File: config.mk
export PLATFORM = sky130hd
export DESIGN_NAME = vga_timing_gen_flat
export DESIGN_NICKNAME = d
export VERILOG_FILES = /design/src/rtl/vga_timing_pkg.sv /design/src/rtl/vga_timing_gen_if.sv /design/src/rtl/sig_delay_line.sv /design/src/rtl/vga_timing_gen.sv /design/src/flat_wrapper.sv
export SDC_FILE = /design/constraint.sdc
export NUM_CORES = 1
export LEC_CHECK = 0
export CAP_MARGIN = 15
export CELL_PAD_IN_SITES_DETAIL_PLACEMENT = 1
export CELL_PAD_IN_SITES_GLOBAL_PLACEMENT = 2
export CORE_MARGIN = 4
export CORE_UTILIZATION = 32
export DETAILED_ROUTE_END_ITERATION = 6
export PLACE_DENSITY = 0.77
export SKIP_CTS_REPAIR_TIMING = 1
export SLEW_MARGIN = 20
export SYNTH_ARGS = -nofsm -noshare
export SYNTH_HDL_FRONTEND = slang
export SYNTH_SLANG_ARGS = --single-unit
File: constraint.sdc
create_clock -name clk -period 2.2 [get_ports clk]
set_clock_uncertainty 0.15 [all_clocks]
set_input_delay 0.33 -clock clk [delete_from_list [all_inputs] [get_ports clk]]
set_output_delay 0.33 -clock clk [all_outputs]
set_load 0.02 [all_outputs]
File: src/rtl/vga_timing_pkg.sv
// rtl/vga_timing_pkg.sv - shared VGA timing constants and total-length helpers
package vga_timing_pkg;

    localparam int COORD_W     = 10;
    localparam int COORD_LIMIT = 1 << COORD_W;

    localparam int VGA_CLK_DIV  = 4;
    localparam int VGA_H_ACTIVE = 640;
    localparam int VGA_H_FP     = 16;
    localparam int VGA_H_SYNC   = 96;
    localparam int VGA_H_BP     = 48;
    localparam int VGA_V_ACTIVE = 480;
    localparam int VGA_V_FP     = 10;
    localparam int VGA_V_SYNC   = 2;
    localparam int VGA_V_BP     = 33;

    function automatic int h_total(input int active, input int fp, input int sync, input int bp);
        return active + fp + sync + bp;
    endfunction

    function automatic int v_total(input int active, input int fp, input int sync, input int bp);
        return active + fp + sync + bp;
    endfunction

endpackage

File: src/rtl/vga_timing_gen_if.sv
// rtl/vga_timing_gen_if.sv - raster timing bundle from the timing generator to the display pipeline
interface vga_timing_gen_if;
    import vga_timing_pkg::*;

    logic               p_tick;
    logic [COORD_W-1:0] x;
    logic [COORD_W-1:0] y;
    logic               video_on;
    logic               hsync;
    logic               vsync;
    logic               frame_start;

    modport master (output p_tick, x, y, video_on, hsync, vsync, frame_start);
    modport slave  (input  p_tick, x, y, video_on, hsync, vsync, frame_start);

endinterface

File: src/rtl/sig_delay_line.sv
// rtl/sig_delay_line.sv - generic shift register with async reset to a supplied reset value
module sig_delay_line #(
    parameter int WIDTH = 1,
    parameter int DEPTH = 1
) (
    input  logic             clk,
    input  logic             rst,
    input  logic [WIDTH-1:0] rst_val_i,
    input  logic [WIDTH-1:0] din_i,
    output logic [WIDTH-1:0] dout_o
);

    if (DEPTH == 0) begin : g_pass
        logic unused_ok;
        assign unused_ok = ^{clk, rst, rst_val_i};
        assign dout_o    = din_i;
    end else begin : g_pipe
        logic [WIDTH-1:0] stage_q [DEPTH];

        always_ff @(posedge clk or posedge rst) begin
            if (rst) begin
                for (int i = 0; i < DEPTH; i++) stage_q[i] <= rst_val_i;
            end else begin
                stage_q[0] <= din_i;
                for (int i = 1; i < DEPTH; i++) stage_q[i] <= stage_q[i-1];
            end
        end

        assign dout_o = stage_q[DEPTH-1];
    end

endmodule

File: src/rtl/vga_timing_gen.sv
// rtl/vga_timing_gen.sv - free-running raster timing: pixel divider, h/v counters, sync decode
module vga_timing_gen
    import vga_timing_pkg::*;
#(
    parameter int CLK_DIV    = VGA_CLK_DIV,
    parameter int H_ACTIVE   = VGA_H_ACTIVE,
    parameter int H_FP       = VGA_H_FP,
    parameter int H_SYNC     = VGA_H_SYNC,
    parameter int H_BP       = VGA_H_BP,
    parameter int V_ACTIVE   = VGA_V_ACTIVE,
    parameter int V_FP       = VGA_V_FP,
    parameter int V_SYNC     = VGA_V_SYNC,
    parameter int V_BP       = VGA_V_BP,
    parameter bit SYNC_POL   = 1'b0,
    parameter int PIPE_DELAY = 1
) (
    input  logic              clk,
    input  logic              reset,
    vga_timing_gen_if.master  vga
);

    localparam int H_TOTAL = h_total(H_ACTIVE, H_FP, H_SYNC, H_BP);
    localparam int V_TOTAL = v_total(V_ACTIVE, V_FP, V_SYNC, V_BP);
    localparam int DIV_W   = (CLK_DIV > 2) ? $clog2(CLK_DIV) : 1;

    if (H_TOTAL > COORD_LIMIT || V_TOTAL > COORD_LIMIT) begin : g_bad_total
        $error("vga_timing_gen: line or frame total exceeds the 10-bit coordinate range");
    end
    if (CLK_DIV < 2) begin : g_bad_div
        $error("vga_timing_gen: CLK_DIV must be at least 2");
    end
    if (PIPE_DELAY < 0 || PIPE_DELAY > 7) begin : g_bad_delay
        $error("vga_timing_gen: PIPE_DELAY must be within 0..7");
    end

    localparam logic [DIV_W-1:0]   DIV_LAST = DIV_W'(CLK_DIV - 1);
    localparam logic [COORD_W-1:0] H_LAST   = COORD_W'(H_TOTAL - 1);
    localparam logic [COORD_W-1:0] V_LAST   = COORD_W'(V_TOTAL - 1);
    localparam logic [COORD_W-1:0] H_VIS    = COORD_W'(H_ACTIVE);
    localparam logic [COORD_W-1:0] V_VIS    = COORD_W'(V_ACTIVE);
    localparam logic [COORD_W-1:0] HS_FIRST = COORD_W'(H_ACTIVE + H_FP);
    localparam logic [COORD_W-1:0] HS_LAST  = COORD_W'(H_ACTIVE + H_FP + H_SYNC - 1);
    localparam logic [COORD_W-1:0] VS_FIRST = COORD_W'(V_ACTIVE + V_FP);
    localparam logic [COORD_W-1:0] VS_LAST  = COORD_W'(V_ACTIVE + V_FP + V_SYNC - 1);
    // Delay-line order is {video_on, hsync, vsync}; idle means blanked with syncs inactive.
    localparam logic [2:0]         RAW_IDLE = {1'b0, ~SYNC_POL, ~SYNC_POL};

    logic [DIV_W-1:0]   div_q, div_d;
    logic [COORD_W-1:0] x_q, x_d;
    logic [COORD_W-1:0] y_q, y_d;
    logic               frame_start_q, frame_start_d;
    logic               tick;
    logic               x_wrap;
    logic               y_wrap;
    logic               hs_raw, vs_raw, vo_raw;
    logic [2:0]         raw;
    logic [2:0]         delayed;

    always_ff @(posedge clk or posedge reset) begin
        if (reset) begin
            div_q         <= '0;
            x_q           <= '0;
            y_q           <= '0;
            frame_start_q <= 1'b0;
        end else begin
            div_q         <= div_d;
            x_q           <= x_d;
            y_q           <= y_d;
            frame_start_q <= frame_start_d;
        end
    end

    always_comb begin
        tick          = (div_q == DIV_LAST);
        x_wrap        = (x_q == H_LAST);
        y_wrap        = (y_q == V_LAST);
        div_d         = tick ? '0 : div_q + DIV_W'(1);
        x_d           = x_q;
        y_d           = y_q;
        frame_start_d = tick && x_wrap && y_wrap;
        if (tick) begin
            x_d = x_wrap ? '0 : x_q + COORD_W'(1);
            if (x_wrap) begin
                y_d = y_wrap ? '0 : y_q + COORD_W'(1);
            end
        end
    end

    assign hs_raw = (x_q >= HS_FIRST) && (x_q <= HS_LAST);
    assign vs_raw = (y_q >= VS_FIRST) && (y_q <= VS_LAST);
    assign vo_raw = (x_q < H_VIS) && (y_q < V_VIS);
    assign raw    = {vo_raw, hs_raw ? SYNC_POL : ~SYNC_POL, vs_raw ? SYNC_POL : ~SYNC_POL};

    // Keeps syncs and blanking aligned with the one-clock-late image ROM data.
    sig_delay_line #(
        .WIDTH (3),
        .DEPTH (PIPE_DELAY)
    ) u_delay (
        .clk       (clk),
        .rst       (reset),
        .rst_val_i (RAW_IDLE),
        .din_i     (raw),
        .dout_o    (delayed)
    );

    assign vga.p_tick      = tick;
    assign vga.x           = x_q;
    assign vga.y           = y_q;
    assign vga.video_on    = delayed[2];
    assign vga.hsync       = delayed[1];
    assign vga.vsync       = delayed[0];
    assign vga.frame_start = frame_start_q;

endmodule

File: src/flat_wrapper.sv
// flat-port wrapper written by rule: the top's interface ports become plain ports
module vga_timing_gen_flat import vga_timing_pkg::*;
#(
    parameter int CLK_DIV    = VGA_CLK_DIV,
    parameter int H_ACTIVE   = VGA_H_ACTIVE,
    parameter int H_FP       = VGA_H_FP,
    parameter int H_SYNC     = VGA_H_SYNC,
    parameter int H_BP       = VGA_H_BP,
    parameter int V_ACTIVE   = VGA_V_ACTIVE,
    parameter int V_FP       = VGA_V_FP,
    parameter int V_SYNC     = VGA_V_SYNC,
    parameter int V_BP       = VGA_V_BP,
    parameter bit SYNC_POL   = 1'b0,
    parameter int PIPE_DELAY = 1
)
  (clk, reset, vga_p_tick, vga_x, vga_y, vga_video_on, vga_hsync, vga_vsync, vga_frame_start);
  vga_timing_gen_if vga_i ();
  input  logic clk;
  input  logic reset;
  output wire logic [$bits(vga_i.p_tick)-1:0] vga_p_tick;
  output wire logic [$bits(vga_i.x)-1:0] vga_x;
  output wire logic [$bits(vga_i.y)-1:0] vga_y;
  output wire logic [$bits(vga_i.video_on)-1:0] vga_video_on;
  output wire logic [$bits(vga_i.hsync)-1:0] vga_hsync;
  output wire logic [$bits(vga_i.vsync)-1:0] vga_vsync;
  output wire logic [$bits(vga_i.frame_start)-1:0] vga_frame_start;
  assign vga_p_tick = vga_i.p_tick;
  assign vga_x = vga_i.x;
  assign vga_y = vga_i.y;
  assign vga_video_on = vga_i.video_on;
  assign vga_hsync = vga_i.hsync;
  assign vga_vsync = vga_i.vsync;
  assign vga_frame_start = vga_i.frame_start;
  vga_timing_gen #(.CLK_DIV(CLK_DIV), .H_ACTIVE(H_ACTIVE), .H_FP(H_FP), .H_SYNC(H_SYNC), .H_BP(H_BP), .V_ACTIVE(V_ACTIVE), .V_FP(V_FP), .V_SYNC(V_SYNC), .V_BP(V_BP), .SYNC_POL(SYNC_POL), .PIPE_DELAY(PIPE_DELAY)) u_core (.clk(clk), .reset(reset), .vga(vga_i));
endmodule
==> flow_summary.ini <==
[outcome]
status = completed

[critical_path]
reg2reg_from = u_core.vga.x[0]
reg2reg_to = u_core.vga.y[9]
required_ns = 1.72
crit_type = register to primary output
slowest_delay_ns = 0.66
reg2regPathDepth = 5
crit_slowest_cell = clkdlybuf4s50_1
critPathMaxFanout = 7
critPathCaptureType = primary output
arrival_ns = 1.60
start_kind = register
cp_cell_sequence = ha_1, clkdlybuf4s50_1
r2r_slack_ns = 0.21

[clock_network]
cts.htree.levels = 1
tritoncts = built
clock_sinks = 26
cts_buffers = 3
max-clock-path-buffers = 2
clockRootBuffer = clkbuf_8
clock_latency_ns = 0.27
clk_pin_slew_ns = 0.09

[timing]
rsz0062_at_grt = false
finalSetupViolations = 0
fin_crit_ns = 2.08
setup_tns_ns = 0
fin_crit_sh = 0.944
relSlewSlack = 0.769
worstMarginPinSlew_ns = 0.346
fmax_mhz = 482
maxSlewViolCount = 0
hold_viol_final = 0

[global_routing]
overflow = 0
grt_antenna_before_repair = 0
grt_max_degree = 27
grt_pass1_wl_um = 5140
grt_pass1_vias = 1023
grtUsageTotal = 0.126

[floorplan]
die_w_um = 71.8
ios = 27
fp-row-count = 22
core_area_um2 = 3800
dieArea_um2 = 5160
start_util = 0.343
die_y_um = 71.8

[routing]
drt_iter0_drc = 52
vias = 974
vias_per_cell = 4.97
drtPass1Iterations = 4
drt_wl_total_um = 2850
wl_per_cell_um = 14.6
drc = 0
ant_nets = 0

[finish]
insertedDiodeCount = 0
area_delta_synth_final_pct = 28.3
fin_util = 0.440
fillers = 433
design_area_um2 = 1670
fin_nets = 156
drive_gt1_frac = 0.101

[pwr]
leakage_uw = 0.000716
power_density_nw_per_um2 = 528
ir_worst_vdd_mv = 0.309
finalPower_uw = 883

[placement]
port-buffer-count = 26
place.gp.congestion = 0.702
placed_area_um2 = 1600
hpwlAfterDp_um = 2130

[yosys]
synth_fp_nets = 127
netlist_area_um2 = 1300
yosys_register_bits = 26
yosys.area.top_type_share = 0.461
ys_types = 34
avgSynthCellArea_um2 = 10.9
synth.area.top_cells = dfrtp_1, ha_1, dfstp_2
synth.yosys.seq_area_share = 0.501
syn_inst = 120
synth_top_area_cell = dfrtp_1
ys_warn_count = 0

[run]
maxCapViolCount = 0

[hold_path]
hold_class = primary input to asynchronous set/reset pin
## worst max-delay path, delay by kind of cell, from the launching register on
family | cells | cell delay, ns
buf+inv | 1 | 0.66
flops | 1 | 0.36
fa+ha+maj | 1 | 0.31
## Yosys cell counts, drive strengths merged
master  count
dfstp       2
a21oi       1
and2        1
xnor2       6
ha          5
mux2i       2
nor3b       1
and4        4
inv         8
a31oi       2
and3        3
nor4bb      1
xor2        5
o22ai       1
a21o        2
nor3        6
buf         3
nor2       10
o21ai       4
and4b       1
nor4b       2
o21a        1
nand4       5
dfrtp      24
mux2        1
nand3       8
a41oi       1
nand2      10
## cell type report
| cell class | instances | area, um^2 | share of cell area |
|---|---|---|---|
| inverter | 8 | 30.0 | 0.0180 |
| clock inverter | 1 | 30.0 | 0.0180 |
| tap | 48 | 60.1 | 0.0359 |
| sequential | 26 | 653 | 0.390 |
| clock buffer | 3 | 41.3 | 0.0247 |
| multi-input combinational | 83 | 591 | 0.353 |
| timing repair buffer | 27 | 268 | 0.160 |
## sequential cells by signal, indices dropped and copies added (netlist names)
| register | count |
|---|---|
| u_core.vga.frame_start | 1 |
| u_core.u_delay.dout_o | 3 |
| u_core.vga.x | 10 |
| u_core.div_q | 2 |
| u_core.vga.y | 10 |
## report_power, final
part	leakage [uW]	internal (uW)	switching, uW
combinational	0.000344	2.85	9.68
sequential	0.000337	478	0
clock	0.0000357	243	149
total	0.000716	724	159
## worst max-delay path by stage
stage / startpoint / end / cells after the start
2_1_floorplan: u_core.vga.x[0] / u_core.vga.y[9] / 6
3_3_place_gp: u_core.vga.x[0] / u_core.vga.y[9] / 5
3_5_place_dp: u_core.vga.x[0] / u_core.vga.y[9] / 5
4_1_cts: u_core.div_q[0] / vga_p_tick / 2
5_1_grt: u_core.div_q[0] / vga_p_tick / 2
6_report: u_core.div_q[0] / vga_p_tick / 2
## routing by layer
metal	wire, um	part of all wire	global-route usage
met5	0	0	0
met3	97	0.034	0.0295
met1	1400	0.49	0.172
met4	47	0.016	0.0501
met2	1310	0.46	0.191
## per-stage QoR
step	instances	setup WS [ns]	hold slack [ns]
floorplan	120	0.397	0.219
global placement	192	0.256	0.263
detailed placement	192	0.227	0.271
CTS	196	0.103	0.272
global route	196	0.0351	0.314
finish	196	0.123	0.268
## cell usage in the layout (no fill, tap or decap), types with 2 or more instances in the layout
| master | Yosys | layout |
|---|---|---|
| clkbuf_8 | 0 | 3 |
| xnor2_1 | 6 | 6 |
| dfrtp_1 | 24 | 24 |
| a21o_1 | 2 | 2 |
| nor2_1 | 9 | 9 |
| and3_1 | 2 | 2 |
| nor3_1 | 3 | 3 |
| nand4_1 | 4 | 4 |
| nor4b_1 | 2 | 2 |
| nor3_2 | 3 | 3 |
| xor2_1 | 5 | 5 |
| and4_1 | 4 | 4 |
| dfstp_2 | 2 | 2 |
| o21ai_0 | 2 | 2 |
| inv_1 | 8 | 8 |
| o21ai_1 | 2 | 2 |
| mux2i_1 | 2 | 2 |
| ha_1 | 5 | 5 |
| a31oi_1 | 2 | 2 |
| nand3_1 | 8 | 8 |
| clkdlybuf4s50_1 | 0 | 26 |
| nand2_1 | 10 | 10 |
## logic make-up after synthesis
group	after synthesis	share of synthesized area
compound gates	12	0.0576
xor+xnor	11	0.0739
fa+ha+maj	5	0.0480
buf+inv	11	0.0461
flops	26	0.501
mux	3	0.0240
simple gates	52	0.250
Note: power is estimated with default switching activity, not from simulation.
